[config.mk]
export PLATFORM = sky130hd
export DESIGN_NAME = switch_bounce_gen_flat
export DESIGN_NICKNAME = d
export VERILOG_FILES = /design/src/rtl/switch_bounce_gen_pkg.sv /design/src/rtl/switch_bounce_gen_if.sv /design/src/rtl/switch_bounce_gen_lfsr16.sv /design/src/rtl/switch_bounce_gen.sv /design/src/flat_wrapper.sv
export SDC_FILE = /design/constraint.sdc
export NUM_CORES = 1
export LEC_CHECK = 0
export ABC_AREA = 1
export CAP_MARGIN = 20
export CORE_MARGIN = 3
export CORE_UTILIZATION = 50
export DETAILED_ROUTE_END_ITERATION = 8
export GPL_TIMING_DRIVEN = 0
export PLACE_DENSITY = 0.8
export SYNTH_ARGS = -nofsm -noshare
export SYNTH_HDL_FRONTEND = slang
export SYNTH_HIERARCHICAL = 1
export SYNTH_SLANG_ARGS = --single-unit
[constraint.sdc]
create_clock -name sysclk -period 1.5 [get_ports sysclk]
set_input_delay 0.375 -clock sysclk [delete_from_list [all_inputs] [get_ports sysclk]]
set_output_delay 0.375 -clock sysclk [all_outputs]
set_load 0.02 [all_outputs]
[src/rtl/switch_bounce_gen_pkg.sv]
// Shared types and LFSR definition for the switch bounce emulator and
// the other board self-test stimulus blocks.
package bounce_pkg;

    typedef enum logic [2:0] {
        IDLE,
        PRE,
        BOUNCE,
        SETTLE,
        DONE
    } bounce_state_t;

    localparam logic [15:0] LFSR_MASK         = 16'hB400;
    localparam logic [15:0] LFSR_DEFAULT_SEED = 16'hACE1;

    // One Galois shift: right shift, fold the taps in when the bit shifted out was 1.
    function automatic logic [15:0] lfsr_advance(input logic [15:0] q);
        return q[0] ? ((q >> 1) ^ LFSR_MASK) : (q >> 1);
    endfunction

endpackage

[src/rtl/switch_bounce_gen_if.sv]
// Command/status bundle of the switch bounce emulator; the master side
// issues bursts, the slave side is the emulator itself.
interface switch_bounce_gen_if;

    logic start_i;
    logic target_i;
    logic bounced_o;
    logic busy_o;
    logic done_o;

    modport master (
        output start_i,
        output target_i,
        input  bounced_o,
        input  busy_o,
        input  done_o
    );

    modport slave (
        input  start_i,
        input  target_i,
        output bounced_o,
        output busy_o,
        output done_o
    );

endinterface

[src/rtl/switch_bounce_gen_lfsr16.sv]
// 16-bit Galois LFSR that advances one shift per cycle with step_i high
// and reloads its seed on reset.
module lfsr16
    import bounce_pkg::*;
#(
    parameter logic [15:0] SEED = LFSR_DEFAULT_SEED
) (
    input  logic        sysclk,
    input  logic        reset,
    input  logic        step_i,
    output logic [15:0] q_o
);

    logic [15:0] lfsr_d;
    logic [15:0] lfsr_q;

    always_comb begin
        lfsr_d = lfsr_q;
        if (step_i) begin
            lfsr_d = lfsr_advance(lfsr_q);
        end
    end

    always_ff @(posedge sysclk or posedge reset) begin
        if (reset) begin
            lfsr_q <= SEED;
        end else begin
            lfsr_q <= lfsr_d;
        end
    end

    assign q_o = lfsr_q;

endmodule

[src/rtl/switch_bounce_gen.sv]
// Mechanical-switch bounce emulator: drives ~target, then a reproducible
// pseudo-random bounce burst, then target for a settle period.
module switch_bounce_gen
    import bounce_pkg::*;
#(
    parameter int unsigned N_BOUNCES     = 20,
    parameter int unsigned BOUNCE_CYCLES = 4,
    parameter int unsigned SETTLE_CYCLES = 20,
    parameter logic        IDLE_LEVEL    = 1'b1,
    parameter logic [15:0] LFSR_SEED     = LFSR_DEFAULT_SEED
) (
    input  logic                sysclk,
    input  logic                reset,
    switch_bounce_gen_if.slave  bus
);

    localparam int unsigned MAX_CYCLES  = (BOUNCE_CYCLES > SETTLE_CYCLES) ? BOUNCE_CYCLES
                                                                          : SETTLE_CYCLES;
    localparam int unsigned CNT_W       = $clog2(MAX_CYCLES + 1);
    localparam logic [CNT_W-1:0] BOUNCE_LOAD = CNT_W'(BOUNCE_CYCLES);
    localparam logic [CNT_W-1:0] SETTLE_LOAD = CNT_W'(SETTLE_CYCLES);
    localparam logic [CNT_W-1:0] CNT_ONE     = CNT_W'(1);
    localparam logic [7:0]       STEP_LOAD   = 8'(N_BOUNCES);

    bounce_state_t    state_d, state_q;
    logic             tgt_d, tgt_q;
    logic [7:0]       step_d, step_q;
    logic [CNT_W-1:0] cnt_d, cnt_q;
    logic             bounced_d, bounced_q;
    logic             busy_d, busy_q;
    logic             done_d, done_q;

    logic             lfsr_step;
    logic [15:0]      lfsr_q;
    logic             lfsr_next_bit;

    lfsr16 #(
        .SEED   (LFSR_SEED)
    ) u_lfsr (
        .sysclk (sysclk),
        .reset  (reset),
        .step_i (lfsr_step),
        .q_o    (lfsr_q)
    );

    // Bit 0 of the state the LFSR moves to on this edge, so a new step
    // shows its bounce value in the same cycle the LFSR advances.
    assign lfsr_next_bit = ^(lfsr_advance(lfsr_q) & 16'h0001);

    // NOTE: every signal written here gets a default first so no path
    // leaves it unassigned, which would infer a latch.
    always_comb begin
        state_d   = state_q;
        tgt_d     = tgt_q;
        step_d    = step_q;
        cnt_d     = cnt_q;
        bounced_d = bounced_q;
        busy_d    = busy_q;
        done_d    = 1'b0;
        lfsr_step = 1'b0;

        unique case (state_q)
            IDLE: begin
                if (bus.start_i) begin
                    state_d   = PRE;
                    tgt_d     = bus.target_i;
                    bounced_d = ~bus.target_i;
                    busy_d    = 1'b1;
                    cnt_d     = BOUNCE_LOAD;
                    step_d    = STEP_LOAD;
                end
            end

            // PRE and BOUNCE end the same way: start another step while
            // steps remain (step_q still holds N_BOUNCES in PRE), else settle.
            PRE, BOUNCE: begin
                if (cnt_q == CNT_ONE) begin
                    if (step_q != 8'd0) begin
                        state_d   = BOUNCE;
                        lfsr_step = 1'b1;
                        bounced_d = lfsr_next_bit;
                        cnt_d     = BOUNCE_LOAD;
                        step_d    = step_q - 8'd1;
                    end else begin
                        state_d   = SETTLE;
                        bounced_d = tgt_q;
                        cnt_d     = SETTLE_LOAD;
                    end
                end else begin
                    cnt_d = cnt_q - CNT_ONE;
                end
            end

            SETTLE: begin
                if (cnt_q == CNT_ONE) begin
                    state_d = DONE;
                    busy_d  = 1'b0;
                    done_d  = 1'b1;
                    cnt_d   = '0;
                end else begin
                    cnt_d = cnt_q - CNT_ONE;
                end
            end

            DONE: begin
                state_d = IDLE;
            end

            default: begin
                state_d = IDLE;
            end
        endcase
    end

    // NOTE: state registers use non-blocking assignments so every flop
    // samples the pre-edge values computed above.
    always_ff @(posedge sysclk or posedge reset) begin
        if (reset) begin
            state_q   <= IDLE;
            tgt_q     <= 1'b0;
            step_q    <= '0;
            cnt_q     <= '0;
            bounced_q <= IDLE_LEVEL;
            busy_q    <= 1'b0;
            done_q    <= 1'b0;
        end else begin
            state_q   <= state_d;
            tgt_q     <= tgt_d;
            step_q    <= step_d;
            cnt_q     <= cnt_d;
            bounced_q <= bounced_d;
            busy_q    <= busy_d;
            done_q    <= done_d;
        end
    end

    assign bus.bounced_o = bounced_q;
    assign bus.busy_o    = busy_q;
    assign bus.done_o    = done_q;

endmodule

[src/flat_wrapper.sv]
// flat-port wrapper written by rule: the top's interface ports become plain ports
module switch_bounce_gen_flat import bounce_pkg::*;
#(
    parameter int unsigned N_BOUNCES     = 20,
    parameter int unsigned BOUNCE_CYCLES = 4,
    parameter int unsigned SETTLE_CYCLES = 20,
    parameter logic        IDLE_LEVEL    = 1'b1,
    parameter logic [15:0] LFSR_SEED     = LFSR_DEFAULT_SEED
)
  (sysclk, reset, bus_start_i, bus_target_i, bus_bounced_o, bus_busy_o, bus_done_o);
  switch_bounce_gen_if bus_i ();
  input  logic sysclk;
  input  logic reset;
  input wire logic [$bits(bus_i.start_i)-1:0] bus_start_i;
  input wire logic [$bits(bus_i.target_i)-1:0] bus_target_i;
  output wire logic [$bits(bus_i.bounced_o)-1:0] bus_bounced_o;
  output wire logic [$bits(bus_i.busy_o)-1:0] bus_busy_o;
  output wire logic [$bits(bus_i.done_o)-1:0] bus_done_o;
  assign bus_i.start_i = bus_start_i;
  assign bus_i.target_i = bus_target_i;
  assign bus_bounced_o = bus_i.bounced_o;
  assign bus_busy_o = bus_i.busy_o;
  assign bus_done_o = bus_i.done_o;
  switch_bounce_gen #(.N_BOUNCES(N_BOUNCES), .BOUNCE_CYCLES(BOUNCE_CYCLES), .SETTLE_CYCLES(SETTLE_CYCLES), .IDLE_LEVEL(IDLE_LEVEL), .LFSR_SEED(LFSR_SEED)) u_core (.sysclk(sysclk), .reset(reset), .bus(bus_i));
endmodule
==> results of run 1 <==
-- state kept, by name (all words and copies together), names as in the netlist --
name,cells
u_core/cnt_q,5
u_core/state_q,3
u_core/u_lfsr/q_o,16
u_core/bus.busy_o,1
u_core/bus.bounced_o,1
u_core/bus.done_o,1
u_core/tgt_q,1
u_core/step_q,8
-- cells in the mapped netlist, drive strengths merged --
library cell | count | area share
dfrtp | 27 | 0.36
nand3 | 17 | 0.046
o31ai | 1 | 0.0040
xnor2 | 1 | 0.0047
o21bai | 1 | 0.0040
nor3 | 2 | 0.0054
buf | 3 | 0.023
nor2 | 21 | 0.058
nand2 | 90 | 0.19
dfstp | 9 | 0.13
or2 | 1 | 0.0034
xor2 | 3 | 0.014
a22oi | 1 | 0.0040
a21boi | 2 | 0.0080
a21oi | 1 | 0.0027
inv | 31 | 0.065
ha | 3 | 0.020
o21ai | 19 | 0.057
-- stage by stage --
step	hold slack [ns]	setup WS, ns
after global routing	0.495	-0.122
after global placement	0.456	-0.201
after floorplan	0.283	0.000575
final	0.472	-0.0374
after CTS	0.472	-0.00741
after detailed placement	0.461	-0.220
-- what timing repair did --
action	in CTS	in global routing
hold buffers	0	0
buffers inserted	17	7
pin swaps	11	8
gates resized for setup	20	17
endpoints found under the setup margin	19	31
cloned	1	0
-- kinds of logic after synthesis --
family	Yosys count	synth area share
simple gates	131	0.305
flops	36	0.488
buf+inv	34	0.0877
compound gates	25	0.0797
xor+xnor	4	0.0188
fa+ha+maj	3	0.0201
-- where the power goes --
| group | internal, µW | total, µW | switching (µW) |
|---|---|---|---|
| clock | 323 | 674 | 351 |
| combinational | 8.16 | 30.9 | 22.7 |
| sequential | 973 | 973 | 0.756 |
| total | 1300 | 1680 | 374 |
-- metal layers --
metal / vias up / share of wire
li1: 799 / -
met1: 766 / 0.47
met2: 38 / 0.47
met3: 13 / 0.038
met4: 0 / 0.029
met5: - / 0
-- area by class of cell --
| type | count | share of cell area |
|---|---|---|
| buffer | 3 | 0.0176 |
| clock buffer | 5 | 0.0285 |
| multi-input combinational | 163 | 0.380 |
| inverter | 31 | 0.0535 |
| tap | 46 | 0.0239 |
| clock inverter | 3 | 0.00778 |
| timing repair buffer | 31 | 0.109 |
| sequential | 36 | 0.379 |
-- worst register-to-register path: stages, from the launching register on --
cell and delay [ns]:
dfrtp_1 0.41, inv_2 0.09, ha_4 0.14, nand3_4 0.09
nor2_4 0.12, inv_4 0.05, nor2_4 0.10, buf_6 0.15
inv_8 0.05, buf_12 0.13, nand2_2 0.06, o21ai_2 0.05
-- final timing paths --
check,start,endpoint,slack (ns),depth (start not counted)
setup / recovery,u_core/cnt_q[1]$_DFFE_PP0P_,u_core/u_lfsr/q_o[2]$_DFFE_PP0P_,-0.04,11
min in group asynchronous,reset,u_core/u_lfsr/q_o[14]$_DFFE_PP0P_,0.48,2
hold / removal,u_core/u_lfsr/q_o[6]$_DFFE_PP1P_,u_core/u_lfsr/q_o[6]$_DFFE_PP1P_,0.47,2
setup reg to reg,u_core/cnt_q[1]$_DFFE_PP0P_,u_core/u_lfsr/q_o[2]$_DFFE_PP0P_,-0.04,11
hold reg to reg,u_core/u_lfsr/q_o[6]$_DFFE_PP1P_,u_core/u_lfsr/q_o[6]$_DFFE_PP1P_,0.47,2
max in group asynchronous,reset,u_core/state_q[2]$_DFFE_PP0P_,0.39,2
==> summary.md, run 1 <==
| Metric | Value |
|---|---|
| Failing checks | negative setup slack |
| Vias in the first global route | 1540 |
| CP Capture Type | flop |
| Residual DRC count | 0 |
| Power per cell area | 696 nW/µm² |
| Final Core Density | 0.695 |
| Max Cap Viol | 0 |
| Max-slew headroom | 0.466 |
| CP delay by family, top | buffers and inverters |
| Starting density of the core | 0.539 |
| Final net count | 278 |
| Initial antenna violation count | 0 |
| Clock slew at reported path FFs | 0.08 ns |
| Die Y | 67.1 µm |
| IO Port Bufs | 6 |
| CTS tree | done |
| Most used cell, CP | nor2_4 |
| Total Power | 1680 µW |
| Die area | between 4000 and 5000 µm² |
| Core footprint | 3470 µm² |
| CP max-delay cell | dfrtp_1 |
| Hold crit path type | flop to flop |
| Row cnt | 21 |
| Largest stage delay on the critical path | just over 0.4 ns |
| Synth Instances | 233 |
| Clock Path Buffers | 2 |
| Final Instance Area | 2410 µm² |
| CTS H-tree lvls | 2 |
| Most frequent cells in the layout | nand2_1, dfrtp_1, inv_1, buf_4, nand3_1 |
| Overall routing resource usage | 0.206 |
| Via count | 1616 |
| Hold Fails Final Rpt | 0 |
| Synth Cell Area | around 1900 µm² |
| Crit share post-route | 1.02 |
| N_diodes | 0 |
| Final setup fails | 7 |
| GR Overflow Total | 0 |
| Clock Skew | 0.0104 ns |
| Via-per-instance ratio | 5.08 |
| Sequential-to-total area share from yosys stat | 0.488 |
| DIE WIDTH | 67.1 µm |
| Avg WL per Cell | 13.2 µm |
| Leak pwr | 0.00119 µW |
| Critical path arrival | 1.72 ns |
| Clock Sinks | 36 |
| Crit-path max FO | 5 |
| Post-route setup slack | -0.0374 ns |
| F_max | 650 MHz |
| Multi-input gate area | 917 µm² |
| ANT nets after route | 0 |
| CTS Buf Count | 5 |
| Min Tclk post-route | 1.54 ns |
| Worst Path Buf+Inv | 5 |
| Worst Path Required | 1.68 ns |
| Sum Neg Setup Slack | -0.169 ns |
| DP Cell Count | 285 |
| Placed inst area | 2020 µm² |
| DRT Wirelength | 4.18 mm |
| Drt first-iter violations | 130 |
| Post-Syn Nets | 240 |
| Synth unique cells | 27 |
| Layout fillers | 253 |
| Largest net degree at the start of global routing | 21 |
| Worst-Skew Late Latency | ~0.29 ns |
| Outcome | finished with violations |
| Worst slew pin tran | around 0.80 ns |
| P&R area growth vs syn | 29.1% |
| DP Wirelength | 2.35 mm |
| RSZ-0062 raised after global routing | true |
| Peak supply drop | between 0.5 and 0.6 mV |
| CP Launch Type | flop |
| Top Usage Layer GRT | met2 |
| Yosys warnings | 6 |
| Storage cell area | 913 µm² |
| Final std cells w/o fill | between 300 and 400 |
| First-pass GRT wire length | 6.82 mm |
| I/O pin count | 7 |
| GRT met3 Usage | 0.0658 |
| Met1 Resource Use GR | 0.247 |
| Count of state elements after synthesis | 36 |
| CP Class | flop to flop |
| Drt pass-1 iters | 4 |
| Met2 Usage GRT | 0.320 |
| Final Max Slew Viols | 0 |
| Commonest non-fill, non-tap cell in the layout | nand2_1 |
| Root Buffer | clkbuf_8 |
| Syn avg cell area | 8.02 µm² |
| Crit path cell chain | inv_2 -> ha_4 -> nand3_4 -> nor2_4 -> inv_4 -> nor2_4 -> buf_6 -> inv_8 -> buf_12 -> nand2_2 -> o21ai_2 |
| Share of cells above drive strength 1 | 0.327 |
| GPL Wtd Cong | between 0.8 and 0.9 |
Note: power is estimated with default switching activity, not from simulation.
==> run 2: changes to the inputs <==
Settings changed: PLACE_DENSITY 0.8 to not set, PLACE_DENSITY_LB_ADDON set to 0.25, SETUP_SLACK_MARGIN set to 0.4.
==> summary.md, run 2 (same netlist as run 1, synthesis figures left out) <==
| Metric | Value |
|---|---|
| Final Max Slew Viols | 0 |
| # hold bufs at CTS | 0 |
| GR Overflow Total | 0 |
| CTS tree | done |
| Via-per-instance ratio | ~5.1 |
| Min Tclk post-route | between 1.5 and 2 ns |
| Max reg flops | 16 |
| Max-slew headroom | 0.611 |
| Clock slew at reported path FFs | 0.08 ns |
| Row cnt | 21 |
| Peak supply drop | 0.536 mV |
| Storage cell area | 913 µm² |
| CTS Buf Count | 5 |
| Post-route setup slack | -0.0512 ns |
| P&R area growth vs syn | 40.1% |
| Root Buffer | clkbuf_8 |
| CP Class | flop to flop |
| Clock Path Buffers | 2 |
| Leak pwr | 0.00123 µW |
| Die Y | 67.1 µm |
| Drt first-iter violations | ~130 |
| Clock Skew | 0.00929 ns |
| CP Launch Type | flop |
| Worst-Skew Late Latency | 0.29 ns |
| IO Port Bufs | 6 |
| N_diodes | 0 |
| Overall routing resource usage | 0.201 |
| Worst slew pin tran | 0.583 ns |
| First-pass GRT wire length | 6.62 mm |
| Largest net degree at the start of global routing | 21 |
| Outcome | finished with violations |
| Worst Path Required | 1.68 ns |
| Final net count | about 290 |
| DIE WIDTH | 67.1 µm |
| Share of cells above drive strength 1 | 0.409 |
| Drt pass-1 iters | 6 |
| Core footprint | 3470 µm² |
| CP delay by family, top | flip-flops |
| Commonest non-fill, non-tap cell in the layout | nand2_1 |
| Power per cell area | around 660 nW/µm² |
| Crit share post-route | 1.03 |
| Final Instance Area | 2620 µm² |
| Starting density of the core | 0.539 |
| Final Core Density | 0.755 |
| Layout fillers | between 200 and 250 |
| Initial antenna violation count | 0 |
| I/O pin count | 7 |
| Failing checks | negative setup slack |
| Clock Sinks | 36 |
| F_max | 645 MHz |
| Post-Place Worst Slack | -0.156 ns |
| Hold crit path type | input pin to async pin |
| DP Wirelength | about 2.3 mm |
| Avg WL per Cell | 14.1 µm |
| Final setup fails | 6 |
| Via count | approximately 1600 |
| ANT nets after route | 0 |
| Max Cap Viol | 0 |
| RSZ-0062 raised after global routing | true |
| Vias in the first global route | roughly 1500 |
| Crit-path max FO | 5 |
| Crit path cell chain | ha_4 -> nand3_4 -> nor2_4 -> inv_4 -> nor2_4 -> buf_6 -> inv_8 -> buf_12 -> nand2_2 -> o21ai_2 |
| CP Capture Type | flop |
| Die area | approximately 4500 µm² |
| Most used cell, CP | nor2_4 |
| GPL Wtd Cong | 0.805 |
| Sum Neg Setup Slack | -0.135 ns |
| Multi-input gate area | 1030 µm² |
| CP max-delay cell | dfrtp_1 |
| DRT Wirelength | 4.59 mm |
| Hold Fails Final Rpt | 0 |
| Critical path arrival | 1.73 ns |
| Placed inst area | roughly 2100 µm² |
| Total Power | 1730 µW |
| CTS H-tree lvls | 2 |
| Largest stage delay on the critical path | 0.45 ns |
| Most frequent cells in the layout | nand2_1, dfrtp_1, buf_4, inv_1, nand3_1 |
| Residual DRC count | 0 |
| Worst Path Buf+Inv | 4 |
## run 2: worst register-to-register path: stages, from the launching register on
cell	delay [ns]
dfrtp_1	0.45
ha_4	0.17
nand3_4	0.09
nor2_4	0.13
inv_4	0.06
nor2_4	0.10
buf_6	0.14
inv_8	0.05
buf_12	0.13
nand2_2	0.07
o21ai_2	0.06
## run 2: metal layers
metal,global-route usage,routed length [µm]
met1,0.253,1970
met2,0.317,2190
met3,0.0506,229
met4,0.101,195
met5,0,0
## run 2: cell type report
class                   count  share of cell area
clock buffers               6              0.0315
flip-flops and latches     36               0.349
inverters                  31              0.0526
repair buffers             38               0.132
well taps                  46              0.0220
multi-input cells         163               0.392
plain buffers               3              0.0163
clock inverters             2             0.00382
## run 2: report_power, final
part	leakage, µW	switching (µW)	internal, µW
clock network	0.0000510	354	367
registers	0.000432	1.09	973
logic	0.000751	25.7	9.36
total	0.00123	381	1350
## run 2: path summary, 6_finish.rpt
path / from / depth (start not counted) / slack, ns / end
worst max-delay path: u_core/cnt_q[0]$_DFFE_PP0P_ / 10 / -0.05 / u_core/u_lfsr/q_o[2]$_DFFE_PP0P_
worst min-delay path: reset / 2 / 0.47 / u_core/cnt_q[4]$_DFFE_PP0P_
worst max register to register: u_core/cnt_q[0]$_DFFE_PP0P_ / 10 / -0.05 / u_core/u_lfsr/q_o[2]$_DFFE_PP0P_
worst min register to register: u_core/u_lfsr/q_o[6]$_DFFE_PP1P_ / 2 / 0.47 / u_core/u_lfsr/q_o[6]$_DFFE_PP1P_
max in group asynchronous: reset / 2 / 0.59 / u_core/u_lfsr/q_o[4]$_DFFE_PP0P_
min in group sysclk: u_core/u_lfsr/q_o[6]$_DFFE_PP1P_ / 2 / 0.47 / u_core/u_lfsr/q_o[6]$_DFFE_PP1P_
## run 2: stage by stage
stage	hold WS [ns]	instances
2_1_floorplan	0.283	233
3_3_place_gp	0.456	285
3_5_place_dp	0.461	285
4_1_cts	0.466	317
5_1_grt	0.476	325
6_report	0.467	325
## run 2: what timing repair did
action | 4_1_cts | 5_1_grt
resized for setup | 49 | 30
setup endpoints to repair | 37 | 58
pin swaps | 13 | 9
setup buffers | 23 | 8
gates cloned | 1 | 0
